### src/rtl/addrgen_pkg.sv
// Shared constants for the multi-channel AXI address generator: burst encodings,
// the 4 KiB boundary and an index-width helper.
package addrgen_pkg;

    typedef enum logic [1:0] {
        AXI_BURST_FIXED = 2'b00,
        AXI_BURST_INCR  = 2'b01,
        AXI_BURST_WRAP  = 2'b10
    } axi_burst_e;

    localparam int BOUNDARY_4K_BYTES = 4096;
    localparam int BOUNDARY_4K_BITS  = 12;

    // Width of an index into n items; never zero so single-item vectors stay legal.
    function automatic int idx_width(input int n);
        return (n > 1) ? $clog2(n) : 1;
    endfunction

endpackage

### src/rtl/round_robin_arbiter.sv
// Round-robin arbiter: one-hot grant to the first requester at or after the
// pointer; on advance the pointer moves to the slot after the granted one.
module round_robin_arbiter
    import addrgen_pkg::*;
#(
    parameter int CHANNELS = 2
) (
    input  logic                aclk,
    input  logic                reset,
    input  logic [CHANNELS-1:0] request,
    input  logic                advance,
    output logic [CHANNELS-1:0] grant
);

    localparam int PTR_W = idx_width(CHANNELS);

    logic [PTR_W-1:0] ptr;
    logic [PTR_W-1:0] grant_idx;
    logic             found;

    function automatic logic [PTR_W-1:0] wrap_idx(input int i);
        return PTR_W'((i >= CHANNELS) ? i - CHANNELS : i);
    endfunction

    // NOTE: every output of this block gets a default first, so no path leaves
    // a variable unassigned and no latch is inferred.
    always_comb begin
        grant     = '0;
        grant_idx = '0;
        found     = 1'b0;
        for (int off = 0; off < CHANNELS; off++) begin
            if (!found && request[wrap_idx(int'(ptr) + off)]) begin
                grant[wrap_idx(int'(ptr) + off)] = 1'b1;
                grant_idx = wrap_idx(int'(ptr) + off);
                found     = 1'b1;
            end
        end
    end

    // NOTE: sequential state uses non-blocking assignments so every register
    // samples pre-edge values regardless of process ordering.
    always_ff @(posedge aclk) begin
        if (reset) begin
            ptr <= '0;
        end else if (advance && found) begin
            ptr <= (grant_idx == PTR_W'(CHANNELS - 1)) ? '0 : grant_idx + 1'b1;
        end
    end

endmodule

### src/rtl/multi_channel_address_generator.sv
// Multi-channel AXI address generator: splits per-channel beat requests into
// INCR bursts on one shared AXI address channel. Define ADDRGEN_4K_SPLIT_EN to
// also cut bursts at 4 KiB boundaries.
module multi_channel_address_generator
    import addrgen_pkg::*;
#(
    parameter int ADDR_WIDTH               = 32,
    parameter int ID_WIDTH                 = 8,
    parameter int CHANNELS                 = 2,
    parameter int AxLEN_BEATS_PER_TRANSFER = 15,
    parameter int AxSIZE_BYTES_PER_BEAT    = 3,
    parameter int AxBURST                  = 1
) (
    input  logic                           aclk,
    input  logic                           reset,
    input  logic [CHANNELS-1:0]            start,
    output logic [CHANNELS-1:0]            done,
    input  logic [CHANNELS*ADDR_WIDTH-1:0] startAddr,
    input  logic [CHANNELS*ADDR_WIDTH-1:0] dataSizeInBeats,
    output logic [ID_WIDTH-1:0]            axid,
    output logic [ADDR_WIDTH-1:0]          axaddr,
    output logic [7:0]                     axlen,
    output logic [2:0]                     axsize,
    output logic [1:0]                     axburst,
    output logic                           axlock,
    output logic [3:0]                     axcache,
    output logic [2:0]                     axprot,
    output logic                           axvalid,
    input  logic                           axready
);

    localparam int CH_W = idx_width(CHANNELS);
    localparam logic [ADDR_WIDTH-1:0] MAX_BEATS = ADDR_WIDTH'(AxLEN_BEATS_PER_TRANSFER + 1);

    logic [ADDR_WIDTH-1:0] addr_q [CHANNELS];
    logic [ADDR_WIDTH-1:0] rem_q  [CHANNELS];

    logic [CHANNELS-1:0]   request;
    logic [CHANNELS-1:0]   grant;
    logic [CH_W-1:0]       sel_ch;
    logic [CH_W-1:0]       out_ch;
    logic                  out_last;
    logic [ADDR_WIDTH-1:0] sel_addr;
    logic [ADDR_WIDTH-1:0] sel_rem;
    logic [ADDR_WIDTH-1:0] limit;
    logic [ADDR_WIDTH-1:0] beats;
    logic                  load;
    logic                  handshake;

    assign axsize  = 3'(AxSIZE_BYTES_PER_BEAT);
    assign axburst = 2'(AxBURST);
    assign axlock  = 1'b0;
    assign axcache = 4'b0000;
    assign axprot  = 3'b000;
    assign axid    = ID_WIDTH'(out_ch);

    always_comb begin
        request = '0;
        for (int i = 0; i < CHANNELS; i++) begin
            request[i] = (rem_q[i] != '0);
        end
    end

    round_robin_arbiter #(
        .CHANNELS (CHANNELS)
    ) u_arbiter (
        .aclk    (aclk),
        .reset   (reset),
        .request (request),
        .advance (load),
        .grant   (grant)
    );

    always_comb begin
        sel_ch = '0;
        for (int i = 0; i < CHANNELS; i++) begin
            if (grant[i]) begin
                sel_ch = CH_W'(i);
            end
        end
    end

    assign sel_addr = addr_q[sel_ch];
    assign sel_rem  = rem_q[sel_ch];

`ifdef ADDRGEN_4K_SPLIT_EN
    logic [BOUNDARY_4K_BITS:0] bytes_to_4k;
    logic [ADDR_WIDTH-1:0]     beats_to_4k;

    assign bytes_to_4k = (BOUNDARY_4K_BITS + 1)'(BOUNDARY_4K_BYTES)
                       - {1'b0, sel_addr[BOUNDARY_4K_BITS-1:0]};
    assign beats_to_4k = ADDR_WIDTH'(bytes_to_4k >> AxSIZE_BYTES_PER_BEAT);

    always_comb begin
        limit = MAX_BEATS;
        if (beats_to_4k < limit) begin
            limit = beats_to_4k;
        end
        // A beat-unaligned address inside the last beat before the boundary
        // still issues one beat so the channel keeps making progress.
        if (limit == '0) begin
            limit = ADDR_WIDTH'(1);
        end
    end
`else
    assign limit = MAX_BEATS;
`endif

    assign beats     = (sel_rem < limit) ? sel_rem : limit;
    assign handshake = axvalid && axready;
    assign load      = (!axvalid || axready) && (|request);

    // Output register: holds the burst until accepted, reloads on the same edge.
    always_ff @(posedge aclk) begin
        if (reset) begin
            axvalid  <= 1'b0;
            axaddr   <= '0;
            axlen    <= '0;
            out_ch   <= '0;
            out_last <= 1'b0;
        end else if (load) begin
            axvalid  <= 1'b1;
            axaddr   <= sel_addr;
            axlen    <= 8'(beats - ADDR_WIDTH'(1));
            out_ch   <= sel_ch;
            out_last <= (sel_rem == beats);
        end else if (handshake) begin
            axvalid  <= 1'b0;
        end
    end

    always_ff @(posedge aclk) begin
        for (int i = 0; i < CHANNELS; i++) begin
            if (reset) begin
                addr_q[i] <= '0;
                rem_q[i]  <= '0;
                done[i]   <= 1'b1;
            end else if (start[i] && done[i]
                         && (dataSizeInBeats[i*ADDR_WIDTH +: ADDR_WIDTH] != '0)) begin
                addr_q[i] <= startAddr[i*ADDR_WIDTH +: ADDR_WIDTH];
                rem_q[i]  <= dataSizeInBeats[i*ADDR_WIDTH +: ADDR_WIDTH];
                done[i]   <= 1'b0;
            end else begin
                if (load && grant[i]) begin
                    addr_q[i] <= sel_addr + (beats << AxSIZE_BYTES_PER_BEAT);
                    rem_q[i]  <= sel_rem - beats;
                end
                // done returns only once the channel's final burst is accepted.
                if (handshake && out_last && (out_ch == CH_W'(i))) begin
                    done[i] <= 1'b1;
                end
            end
        end
    end

endmodule
### config.mk
export PLATFORM = sky130hd
export DESIGN_NAME = multi_channel_address_generator
export DESIGN_NICKNAME = d
export VERILOG_FILES = /design/src/rtl/addrgen_pkg.sv /design/src/rtl/round_robin_arbiter.sv /design/src/rtl/multi_channel_address_generator.sv
export SDC_FILE = /design/constraint.sdc
export NUM_CORES = 1
export LEC_CHECK = 0
export CORE_UTILIZATION = 45
export DETAILED_ROUTE_END_ITERATION = 7
export PLACE_DENSITY_LB_ADDON = 0.3
export SYNTH_ARGS = -nofsm -noshare
export SYNTH_HDL_FRONTEND = slang
export SYNTH_SLANG_ARGS = --single-unit
export TNS_END_PERCENT = 5
### constraint.sdc
create_clock -name aclk -period 12.1 [get_ports aclk]
set_input_delay 1.815 -clock aclk [delete_from_list [all_inputs] [get_ports aclk]]
set_output_delay 1.815 -clock aclk [all_outputs]
set_load 0.01 [all_outputs]
Yosys cells after proc, flatten, opt, wreduce, memory -nomap -nowiden
Memories as Yosys holds them, arrays and structs flattened.
Cells that the tools add are included.
{"block": "totals", "out_inout_bits": 64, "in_bits": 133, "romBits": 0, "reg_bits": 46, "ram_bits": 128, "latchBits": 0, "mem_count": 2}
{"memory": "addr_q", "words": 2, "width": 32, "rd": 1, "rd_clocked_by_memory_dff": 0, "wr": 2, "line_no": "multi_channel_address_generator.sv:35", "text": "logic [ADDR_WIDTH-1:0] addr_q [CHANNELS];"}
{"memory": "rem_q", "words": 2, "width": 32, "rd": 3, "rd_clocked_by_memory_dff": 0, "wr": 2, "line_no": "multi_channel_address_generator.sv:36", "text": "logic [ADDR_WIDTH-1:0] rem_q [CHANNELS];"}
{"block": "op_classes", "n_lt_le_gt_ge": 7, "addsub": 7, "muxes": 49, "n_reduce_logical": 26, "n_eq_ne": 1, "bitwise": 10, "div": 0, "shift": 0, "n_mul": 0}
{"op": "$mux W32", "count": 9}
{"op": "$reduce_bool A32 Y1", "count": 4}
{"op": "$mux W1", "count": 36}
{"op": "$add A32 B32 Y32", "count": 1}
{"op": "$eq A32 B32 Y1", "count": 1}
{"op": "$lt A32 B5 Y1 const B", "count": 1}
{"op": "$sub A32 B32 Y32", "count": 1}
{"op": "$logic_and A1 B1 Y1", "count": 15}
{"op": "$or A1 B1 Y1", "count": 8}
{"op": "$sub A8 B1 Y8 const B", "count": 1}
{"op": "$reduce_bool A2 Y1", "count": 3}
{"op": "$lt A1 B2 Y1 const B", "count": 2}
{"op": "$mux W2", "count": 2}
{"op": "$add A1 B1 Y2 const B", "count": 1}
{"op": "$demux W1 S1", "count": 2}
{"op": "$ge A1 B1 Y1 const B", "count": 2}
{"op": "$ge A1 B2 Y1 const B", "count": 1}
{"op": "$ge A2 B2 Y1 const B", "count": 1}
{"op": "$logic_not A1 Y1", "count": 2}
{"op": "$or A2 B2 Y2", "count": 1}
{"op": "$reduce_or A2 Y1", "count": 1}
{"op": "$sub A1 B1 Y1 const B", "count": 2}
{"op": "$add A1 B1 Y1 const B", "count": 1}
{"op": "$logic_or A1 B1 Y1", "count": 1}
{"op": "$not A1 Y1", "count": 1}

Logic depth before layout (Yosys ltp)
Gate-level depths: netlist (run 1).
{"block": "logic_depth", "word_depth": 15, "ltp_mapped": 21}

Cells and area by module
Synthesis (run 1) repeated with hierarchy kept, for this count alone.
{"block": "unflattened", "hier_cells": 1002, "hier_area_um2": 10407.5}
{"module": "multi_channel_address_generator", "area_per_inst_um2": 10342.4, "instances": 1, "seq_area_each_um2": 4744.6, "cells_each": 995}
{"module": "round_robin_arbiter", "area_per_inst_um2": 65.1, "instances": 1, "seq_area_each_um2": 20.0, "cells_each": 7}

Worst setup path after synthesis (run 1)
Ideal clock, no wire load.
{"block": "synth_path", "path_type": "register to register", "startpoint": "memory rem_q[1][25]", "endpoint": "memory addr_q[0][0], enable pin", "setup_ps": 575, "stages_incl_launch_ff": 9, "slack_ps": 4537, "path_buffers": 3, "arrival_time_ps": 6989, "path_cell_list": "edfxtp_1 or4_4 or4_4 nor3_4 nor2_2 clkbuf_1 buf_2 clkbuf_1 o21ai_0"}
{"item": "start, declared", "line_no": "multi_channel_address_generator.sv:36"}
{"item": "end, declared", "line_no": "multi_channel_address_generator.sv:35"}

==> results, run 1 <==
- The worst-case headroom to the max-slew limit is 0.180.
- The number of clock buffers added by TritonCTS is 17.
- The storage element area is 4760 sq um.
- The analysis attributes to cell leakage a power of 0.00536 uW.
- The vertical die dimension is 156 microns.
- The wire length of the first global-routing pass is 50.1 mm.
- The kind of start point of the critical path is a flop.
- The number of nets with antenna violations after detailed routing is 0.
- The CTS tree is yes.
- For this design the ratio of total power to cell area is 142 nW/um^2.
- The flow ran to the end, and the final reports show no timing, DRC or antenna violations.
- The slew at the pin closest to its max-slew limit is 1.23 ns.
- The signal arrival time at the worst endpoint is 6.33 ns.
- The root buffer selected by CTS is sky130_fd_sc_hd__clkbuf_16.
- The cts-stage hold buffer count is 0.
- The row count is 55.
- The most common cell after layout, fill and taps aside is sky130_fd_sc_hd__nand2_1.
- The worst hold path begins at axlen[6]$_SDFFE_PP0P_.
- For this run, the post-layout net count is 1474.
- The worst setup path startpoint is rem_q[0][9]$_DFFE_PP_.
- The total overflow left after global routing is 0.
- The fraction of registers with async set/reset is 0.
- In the final layout, the multi-input gates occupy 5620 sq um.
- The number of antenna violations at the first check in global routing came to 1.
- Summing every instance area after synthesis gives 10600 sq um.
- The critical path in this run is classified as reg -> reg.
- Setup violations remaining at the end of the flow were counted as 0.
- The routed via count divided by cell count is 5.86.
- For this run, the register share of the synthesized area comes to 0.448.
- The pin count of the biggest net entering global routing is 69.
- After detailed routing, the number of remaining DRC violations is 0.
- The H-tree was split into 4 levels.
- The time the final worst path needs with I/O delays and setup is 6.20 ns.
- The clock arrives with 0.0119 ns of skew.
- Across the run, the number of max-cap violations was 0.
- The floorplan step set the die width to 156 microns.
- The sort of element at the end of the critical path is a flop.
- The number of port buffers is 176.
- The dominant register cell in the synthesized netlist is sky130_fd_sc_hd__edfxtp_1.
- The final estimated routing congestion in global placement is 0.902.
- For the worst setup path, the data required time is 12.23 ns.
- The top cell types in the final layout, fill and taps aside, are 177 x sky130_fd_sc_hd__nand2_1, 175 x sky130_fd_sc_hd__clkdlybuf4s50_1, 132 x sky130_fd_sc_hd__nor2_1, 128 x sky130_fd_sc_hd__edfxtp_1, 63 x sky130_fd_sc_hd__a22o_1.
- The number of warnings issued by yosys is 0.
- The overall via count from detail_route is 9594.
- The final antenna diode count is 0.
- The mean instance size in the synthesized netlist is 9.26 sq um.
- The area growth from synthesis to layout is 24.9%.
- The maximum vdd ir drop is 0.0825 mV.
- After clock tree synthesis, the clock-pin slew on the worst setup and hold paths is 0.07 ns.
- In this run, synthesis inferred 128 flip-flops with an integrated enable.
- Along the worst path, the maximum fanout reaches 14.
- The starting density of the core is 0.464.
- The die area is 24300 sq um.
- The post-synthesis sequential element count is 174.
- The clock net sink count is 174.
- The non-filler instance count after layout is 1637.
- After detailed routing, the average wire length per cell comes to 19.7 microns.
- The later pin in the worst-skew pair is clocked with a latency of 0.43 ns.
- The top layer reached by signal wires is met4.
- In the detailed route, the total length drawn on met2 is 14.8 mm.
- The number of placed instances with taps included is 1605.
- The final worst slack is 5.90 ns.
- The overall routing resource usage is 0.269.
- The core area is 22900 sq um.
- The wire-length estimate of the detail-placed layout is 22.6 mm.
- The path class of the tightest hold or removal check is reg -> reg.
- 197 I/O pins were placed.
- The routed metal-1 wire length is 14.0 mm.
- The number of failing hold endpoints at the final stage was 0.
- The period utilization is 0.512.
- The count of fill cells added during filler insertion is 1968.
- The share of cells above drive strength 1 is 0.0589.
- The wire length after detailed routing is 32.2 mm.
- Setup repair after global routing left no endpoint under its margin.
- The iteration count of the initial detailed-routing pass is 5.
- At the placement stage, the worst setup path has a slack of 6.13 ns.
- In this run the post-CTS setup repair buffer count came out at 0.
- The maximum clock frequency is 161 MHz.
- The synthesized instance count is 1150.
- After synthesis, the netlist uses 75 different library cells.
- The number of gates given a new drive strength after cts is 0.
- Summed over all failing endpoints, the final setup total negative slack is 0 ns.
- The number of pins exceeding their max-slew limit in the final report is 0.
- The via count of the first global-routing pass came to 9306.
- The worst register-to-register path begins at rem_q[0][9]$_DFFE_PP_.
- The count of routing violations after the opening detailed-route iteration is 924.
- The met3 layer wire length in the routed design is 2.59 mm.
- The buffer depth of the longest clock path is 2.
## metrics by stage
step	instance area (sq um)	total power (uW)	hold WS [ns]	util
floorplan	10800	1120	0.449	-
CTS	13300	1880	0.459	0.580
global route	13300	1970	0.483	0.580
global placement	12700	1290	0.451	0.553
finish	13300	1890	0.457	0.580
detailed placement	12700	1300	0.449	0.553
## synthesized netlist by cell type, types with 23 or more instances
cell	instances	area [sq um]
sky130_fd_sc_hd__nor4_1	29	181
sky130_fd_sc_hd__edfxtp_1	128	3840
sky130_fd_sc_hd__nor3_1	54	270
sky130_fd_sc_hd__a21o_1	23	173
sky130_fd_sc_hd__a22o_1	63	552
sky130_fd_sc_hd__a21oi_1	39	195
sky130_fd_sc_hd__clkbuf_1	56	210
sky130_fd_sc_hd__o21ai_0	48	240
sky130_fd_sc_hd__nor2_1	134	503
sky130_fd_sc_hd__ha_1	29	363
sky130_fd_sc_hd__nand2_1	179	672
sky130_fd_sc_hd__dfxtp_1	46	921
sky130_fd_sc_hd__xnor2_1	44	385
## path summary, 6_finish.rpt
path	to	slack, ns	cells past startpoint
hold / removal	axlen[6]$_SDFFE_PP0P_	0.46	2
setup reg to reg	addr_q[0][28]$_DFFE_PP_	5.90	17
setup / recovery	addr_q[0][28]$_DFFE_PP_	5.90	17
hold reg to reg	axlen[6]$_SDFFE_PP0P_	0.46	2
## sequential cells by signal, indices dropped and copies added (netlist names), named ones only
signal and count:
axaddr 32, axlen 8, out_ch 1, addr_q 64, axvalid 1, out_last 1
done 2, rem_q 64
## power breakdown
| group | internal (uW) | switching [uW] | total, uW |
|---|---|---|---|
| Combinational | 223 | 319 | 542 |
| Sequential | 722 | 43.1 | 765 |
| Clock | 342 | 245 | 587 |
| Total | 1290 | 607 | 1890 |
## area by class of cell
type                       count  area share
multi-input combinational    918       0.423
sequential                   174       0.358
timing repair buffer         188       0.139
clock buffer                  21      0.0378
tap                          313      0.0295
clock inverter                11     0.00931
inverter                      12     0.00339
## critical path: stages (launching register included)
cell and delay [ns]:
sky130_fd_sc_hd__edfxtp_1 0.45, sky130_fd_sc_hd__nor4_2 0.53, sky130_fd_sc_hd__nand4_1 0.33, sky130_fd_sc_hd__o31ai_1 0.54, sky130_fd_sc_hd__a21boi_0 0.29, sky130_fd_sc_hd__nor2_1 0.28, sky130_fd_sc_hd__nand3_1 0.47, sky130_fd_sc_hd__nor2b_1 0.45
sky130_fd_sc_hd__ha_1 0.26, sky130_fd_sc_hd__a21o_1 0.13, sky130_fd_sc_hd__a21o_1 0.14, sky130_fd_sc_hd__a21oi_1 0.10, sky130_fd_sc_hd__o21ai_0 0.38, sky130_fd_sc_hd__a41oi_2 0.24, sky130_fd_sc_hd__o41ai_1 0.73, sky130_fd_sc_hd__a211oi_1 0.19
sky130_fd_sc_hd__nor3_1 0.26, sky130_fd_sc_hd__o21ai_0 0.12
## routing by layer
metal,global-route usage,vias to the layer above
met4,0.100,0
met5,0,-
li1,-,4516
met3,0.0469,60
met2,0.432,487
met1,0.362,4531
## cells by family (layout without fill, tap and decap cells)
kind of cell / Yosys count / in the layout / synth area share
compound gates: 280 / 280 / 0.194
xor+xnor: 58 / 58 / 0.0477
fa+ha+maj: 30 / 30 / 0.0360
buf+inv: 99 / 232 / 0.0431
flops: 174 / 174 / 0.448
mux: 22 / 22 / 0.0209
other cells: 2 / 43 / 0.000706
simple gates: 485 / 485 / 0.209
Note: power is estimated with default switching activity, not from simulation.
==> run 2, diff against run 1 <==
clock period = 5.8 ns   (was 12.1 ns; I/O delays follow)
==> run 2 against run 1 <==
Clock power rose by 98%. Combinational power rose by 110%. Setup slack got worse by 5.5 ns. Non-clock buffer count rose by 11. Critical path type unchanged. Largest cell class unchanged.
==> results, run 2 (synthesis results as in run 1) <==
- The run finished with clean final reports.
- The overall routing resource usage is 0.274 (+0.00467).
- The overall via count from detail_route is 9651 (+0.59%).
- Setup repair after global routing left no endpoint under its margin.
- The count of boundary I/O pins was 197 (unchanged).
- The share of total power consumed by net switching is 0.336 (+0.0149).
- The maximum clock frequency is 184 MHz (+14%).
- The worst setup path is launched from a flop.
- The reported net switching power is 1310 uW (+110%).
- The met1 demand-to-capacity share in global routing was 0.379 (+0.0169).
- The period utilization is 0.937 (+0.425).
- The biggest fanout along the worst timing path is 6 (-8).
- The final setup violation count is 0 (unchanged).
- The buffer depth of the longest clock path is 2 (unchanged).
- The iteration count of the initial detailed-routing pass came to 5 (unchanged).
- The vertical die dimension was 156 microns (unchanged).
- The number of nets in the final layout came to 1485 (+0.75%).
- The number of port buffers is 176 (unchanged).
- The number of buffers inserted during clock tree synthesis is 17 (unchanged).
- The clock slew seen by the registers of the worst setup and hold paths came to 0.07 ns (about the same).
- The wire length of the first global-routing pass was 51.0 mm (+1.9%).
- The met2 usage in global routing is 0.436 (+0.00361).
- The wire length after detailed routing is 32.7 mm (+1.4%).
- The slew at the pin closest to its max-slew limit was 1.12 ns (-0.110 ns).
- The routed via count divided by cell count is 5.86 (about the same).
- The peak per-stage delay on the critical path is 0.58 ns (-0.15 ns).
- The internal cell power is 2580 uW (+100%).
- The maximum vdd ir drop is 0.168 mV (+100%).
- The later-pin clock latency in the skew report is 0.44 ns (about the same).
- The width of the chip is 156 microns (unchanged).
- The total number of H-tree levels was 4 (unchanged).
- The pin count of the biggest net entering global routing is 65 (-5.8%).
- The total overflow reported by the global router is 0 (unchanged).
- The signal on the critical path passes through or4_4 -> nor4_2 -> nand3_1 -> and3_1 -> nor2_1 -> nand3_1 -> nor2b_1 -> ha_1 -> fa_1 -> a21o_1 -> a21oi_1 -> o21ai_0 -> and3_1 -> a31oi_4 -> o31ai_2 -> a21oi_1 -> mux2i_1 -> a221o_1.
- STA classifies the critical path endpoint as a flop.
- The sequential cell fraction of total power is 0.410 (+0.006).
- The share of the core filled with cells is 0.582 (+0.00202).
- The global routing met3 resource utilization is 0.0417 (-0.00528).
- The time the final worst path needs with I/O delays and setup was 5.44 ns (-0.763 ns).
- The cell sitting at the root of the clock tree is a sky130_fd_sc_hd__clkbuf_16.
- The final antenna diode count is 0 (unchanged).
- The global routing stage identified its most utilized layer as met2.
- The sum of buffers and inverters on the critical path is 0 (unchanged).
- The row count is 55 (unchanged).
- The estimated wirelength of the detail-placed design is 23.0 mm (+1.8%).
- The CTS tree is yes.
- The count of max-cap constraint violations is 0 (unchanged).
- The multi-input logic area is 5640 sq um (+0.22%).
- The number of antenna violations at the first check in global routing is 0 (-1).
- The part of the power in the clock network is 0.297 (-0.013).
- The cell class contributing the biggest share of worst-path delay is simple AND/OR/NAND/NOR gates.
- The starting density of the core is 0.464 (unchanged).
- The power per cell area came to 292 nW/um^2 (+100%).
- The final estimated routing congestion in global placement is 0.903 (+0.17%).
- The type of the worst min-delay path is reg -> reg.
- The die area was 24300 sq um (unchanged).
- The clock net sink count is 174 (unchanged).
- The number of nets with antenna violations after detailed routing is 0 (unchanged).
- The core area is 22900 sq um (unchanged).
- The signal arrival time at the worst endpoint was 5.62 ns (-0.71 ns).
- The static leakage is 0.00538 uW (+0.41%).
- The routed wire length per instance is 19.8 microns (+0.71%).
- On the critical path, the stage with the largest delay is an instance of sky130_fd_sc_hd__or4_4.
- The library cell used most frequently in the layout, excluding fill and tap cells, is sky130_fd_sc_hd__nand2_1.
- The via count of the first global-routing pass is 9368 (+0.67%).
- The share of power burned in combinational logic was 0.293 (+0.007).
- The count of routing violations after the opening detailed-route iteration is 916 (-0.87%).
- The critical path is of the reg -> reg type.
- The total negative setup slack is 0 ns (unchanged).
- The number of failing hold endpoints at the final stage came to 0 (unchanged).
- The count of fill cells added during filler insertion is 2020 (+2.6%).
- The number of pins exceeding their max-slew limit in the final report came to 0 (unchanged).
- The number of DRC violations after detailed routing is 0 (unchanged).
- The worst hold slack is 0.470 ns (+0.0134 ns).
- The top cell types in the final layout, fill and taps aside, are 177 x sky130_fd_sc_hd__nand2_1, 175 x sky130_fd_sc_hd__clkdlybuf4s50_1, 132 x sky130_fd_sc_hd__nor2_1, 128 x sky130_fd_sc_hd__edfxtp_1, 63 x sky130_fd_sc_hd__a22o_1.
- The critical path required time was 5.99 ns (-6.24 ns).
- The share of cells above drive strength 1 was 0.0697 (+0.0108).
- The worst-case headroom to the max-slew limit came to 0.256 (+0.0756).
- The storage element area is 4760 sq um (unchanged).
- The post-route clock skew was 0.00889 ns (-0.00304 ns).
- The largest registers in the layout are addr_q x64, rem_q x64, axaddr x32.
- The layout-stage area growth over the synthesis result is 25.4%.
==> run 2: changes by cell type in the layout (fill, tap and decap cells not counted), moves of 2 or more <==
cell                         previous run  this run
sky130_fd_sc_hd__buf_4                 12        23
sky130_fd_sc_hd__clkinvlp_4             2         4
sky130_fd_sc_hd__clkbuf_8               2         0
sky130_fd_sc_hd__clkbuf_16             19        17
sky130_fd_sc_hd__clkinv_4               0         2
sky130_fd_sc_hd__inv_8                  1         4
sky130_fd_sc_hd__clkinv_2               2         0
==> run 2: what timing repair did <==
action / CTS / global route
gates resized for setup: 0 / 2
hold buffers: 0 / 0
endpoints found under the setup margin: 0 / 6
setup buffers: 0 / 0
==> run 2: cell type report <==
type,count,area share
multi-input combinational,918,0.422
inverter,12,0.00338
tap,313,0.0293
clock buffer,17,0.0319
timing repair buffer,199,0.145
clock inverter,15,0.0114
sequential,174,0.357
==> run 2: routing by layer <==
metal | wire length [microns] | share of wire
met5 | 0 | 0
met2 | 15000 | 0.46
met1 | 14400 | 0.44
met3 | 2540 | 0.078
met4 | 788 | 0.024
==> run 2: power by group through the flow <==
stage	sequential (uW)	combinational, uW	clock [uW]
after floorplan	1610	737	0
after global placement	1610	1090	0
after detailed placement	1620	1100	0
after CTS	1590	1110	1160
after global routing	1610	1240	1210
final	1590	1140	1160
==> run 2: final timing paths <==
check,depth (start not counted),to,from,slack [ns]
setup / recovery,18,addr_q[1][31]$_SDFFCE_PN0P_,rem_q[1][25]$_SDFFCE_PN0P_,0.36
hold / removal,2,axlen[6]$_SDFFE_PP0P_,axlen[6]$_SDFFE_PP0P_,0.47
setup reg to reg,18,addr_q[1][31]$_SDFFCE_PN0P_,rem_q[1][25]$_SDFFCE_PN0P_,0.36
hold reg to reg,2,axlen[6]$_SDFFE_PP0P_,axlen[6]$_SDFFE_PP0P_,0.47
==> run 2: stage by stage <==
stage          power, uW  worst slack [ns]  instance area, sq um  std cells
6_report            3890             0.365                 13300       1648
5_1_grt             4060            0.0509                 13300       1648
4_1_cts             3860             0.432                 13300       1648
3_5_place_dp        2720             0.510                 12800       1616
3_3_place_gp        2700             0.607                 12800       1616
2_1_floorplan       2340             0.760                 10800       1191
==> run 2: worst reg2reg max path: stages, from the launching register on <==
cell                       delay, ns
sky130_fd_sc_hd__edfxtp_1       0.44
sky130_fd_sc_hd__or4_4          0.58
sky130_fd_sc_hd__nor4_2         0.43
sky130_fd_sc_hd__nand3_1        0.28
sky130_fd_sc_hd__and3_1         0.29
sky130_fd_sc_hd__nor2_1         0.17
sky130_fd_sc_hd__nand3_1        0.24
sky130_fd_sc_hd__nor2b_1        0.27
sky130_fd_sc_hd__ha_1           0.23
sky130_fd_sc_hd__fa_1           0.22
sky130_fd_sc_hd__a21o_1         0.13
sky130_fd_sc_hd__a21oi_1        0.09
sky130_fd_sc_hd__o21ai_0        0.34
sky130_fd_sc_hd__and3_1         0.27
sky130_fd_sc_hd__a31oi_4        0.12
sky130_fd_sc_hd__o31ai_2        0.44
sky130_fd_sc_hd__a21oi_1        0.17
sky130_fd_sc_hd__mux2i_1        0.17
sky130_fd_sc_hd__a221o_1        0.32
==> run 3, diff against run 2 <==
GPL_ROUTABILITY_DRIVEN = 1   (was default)
==> results of run 3 <==
Final layout, timing and power as in run 2 (identical DEF).
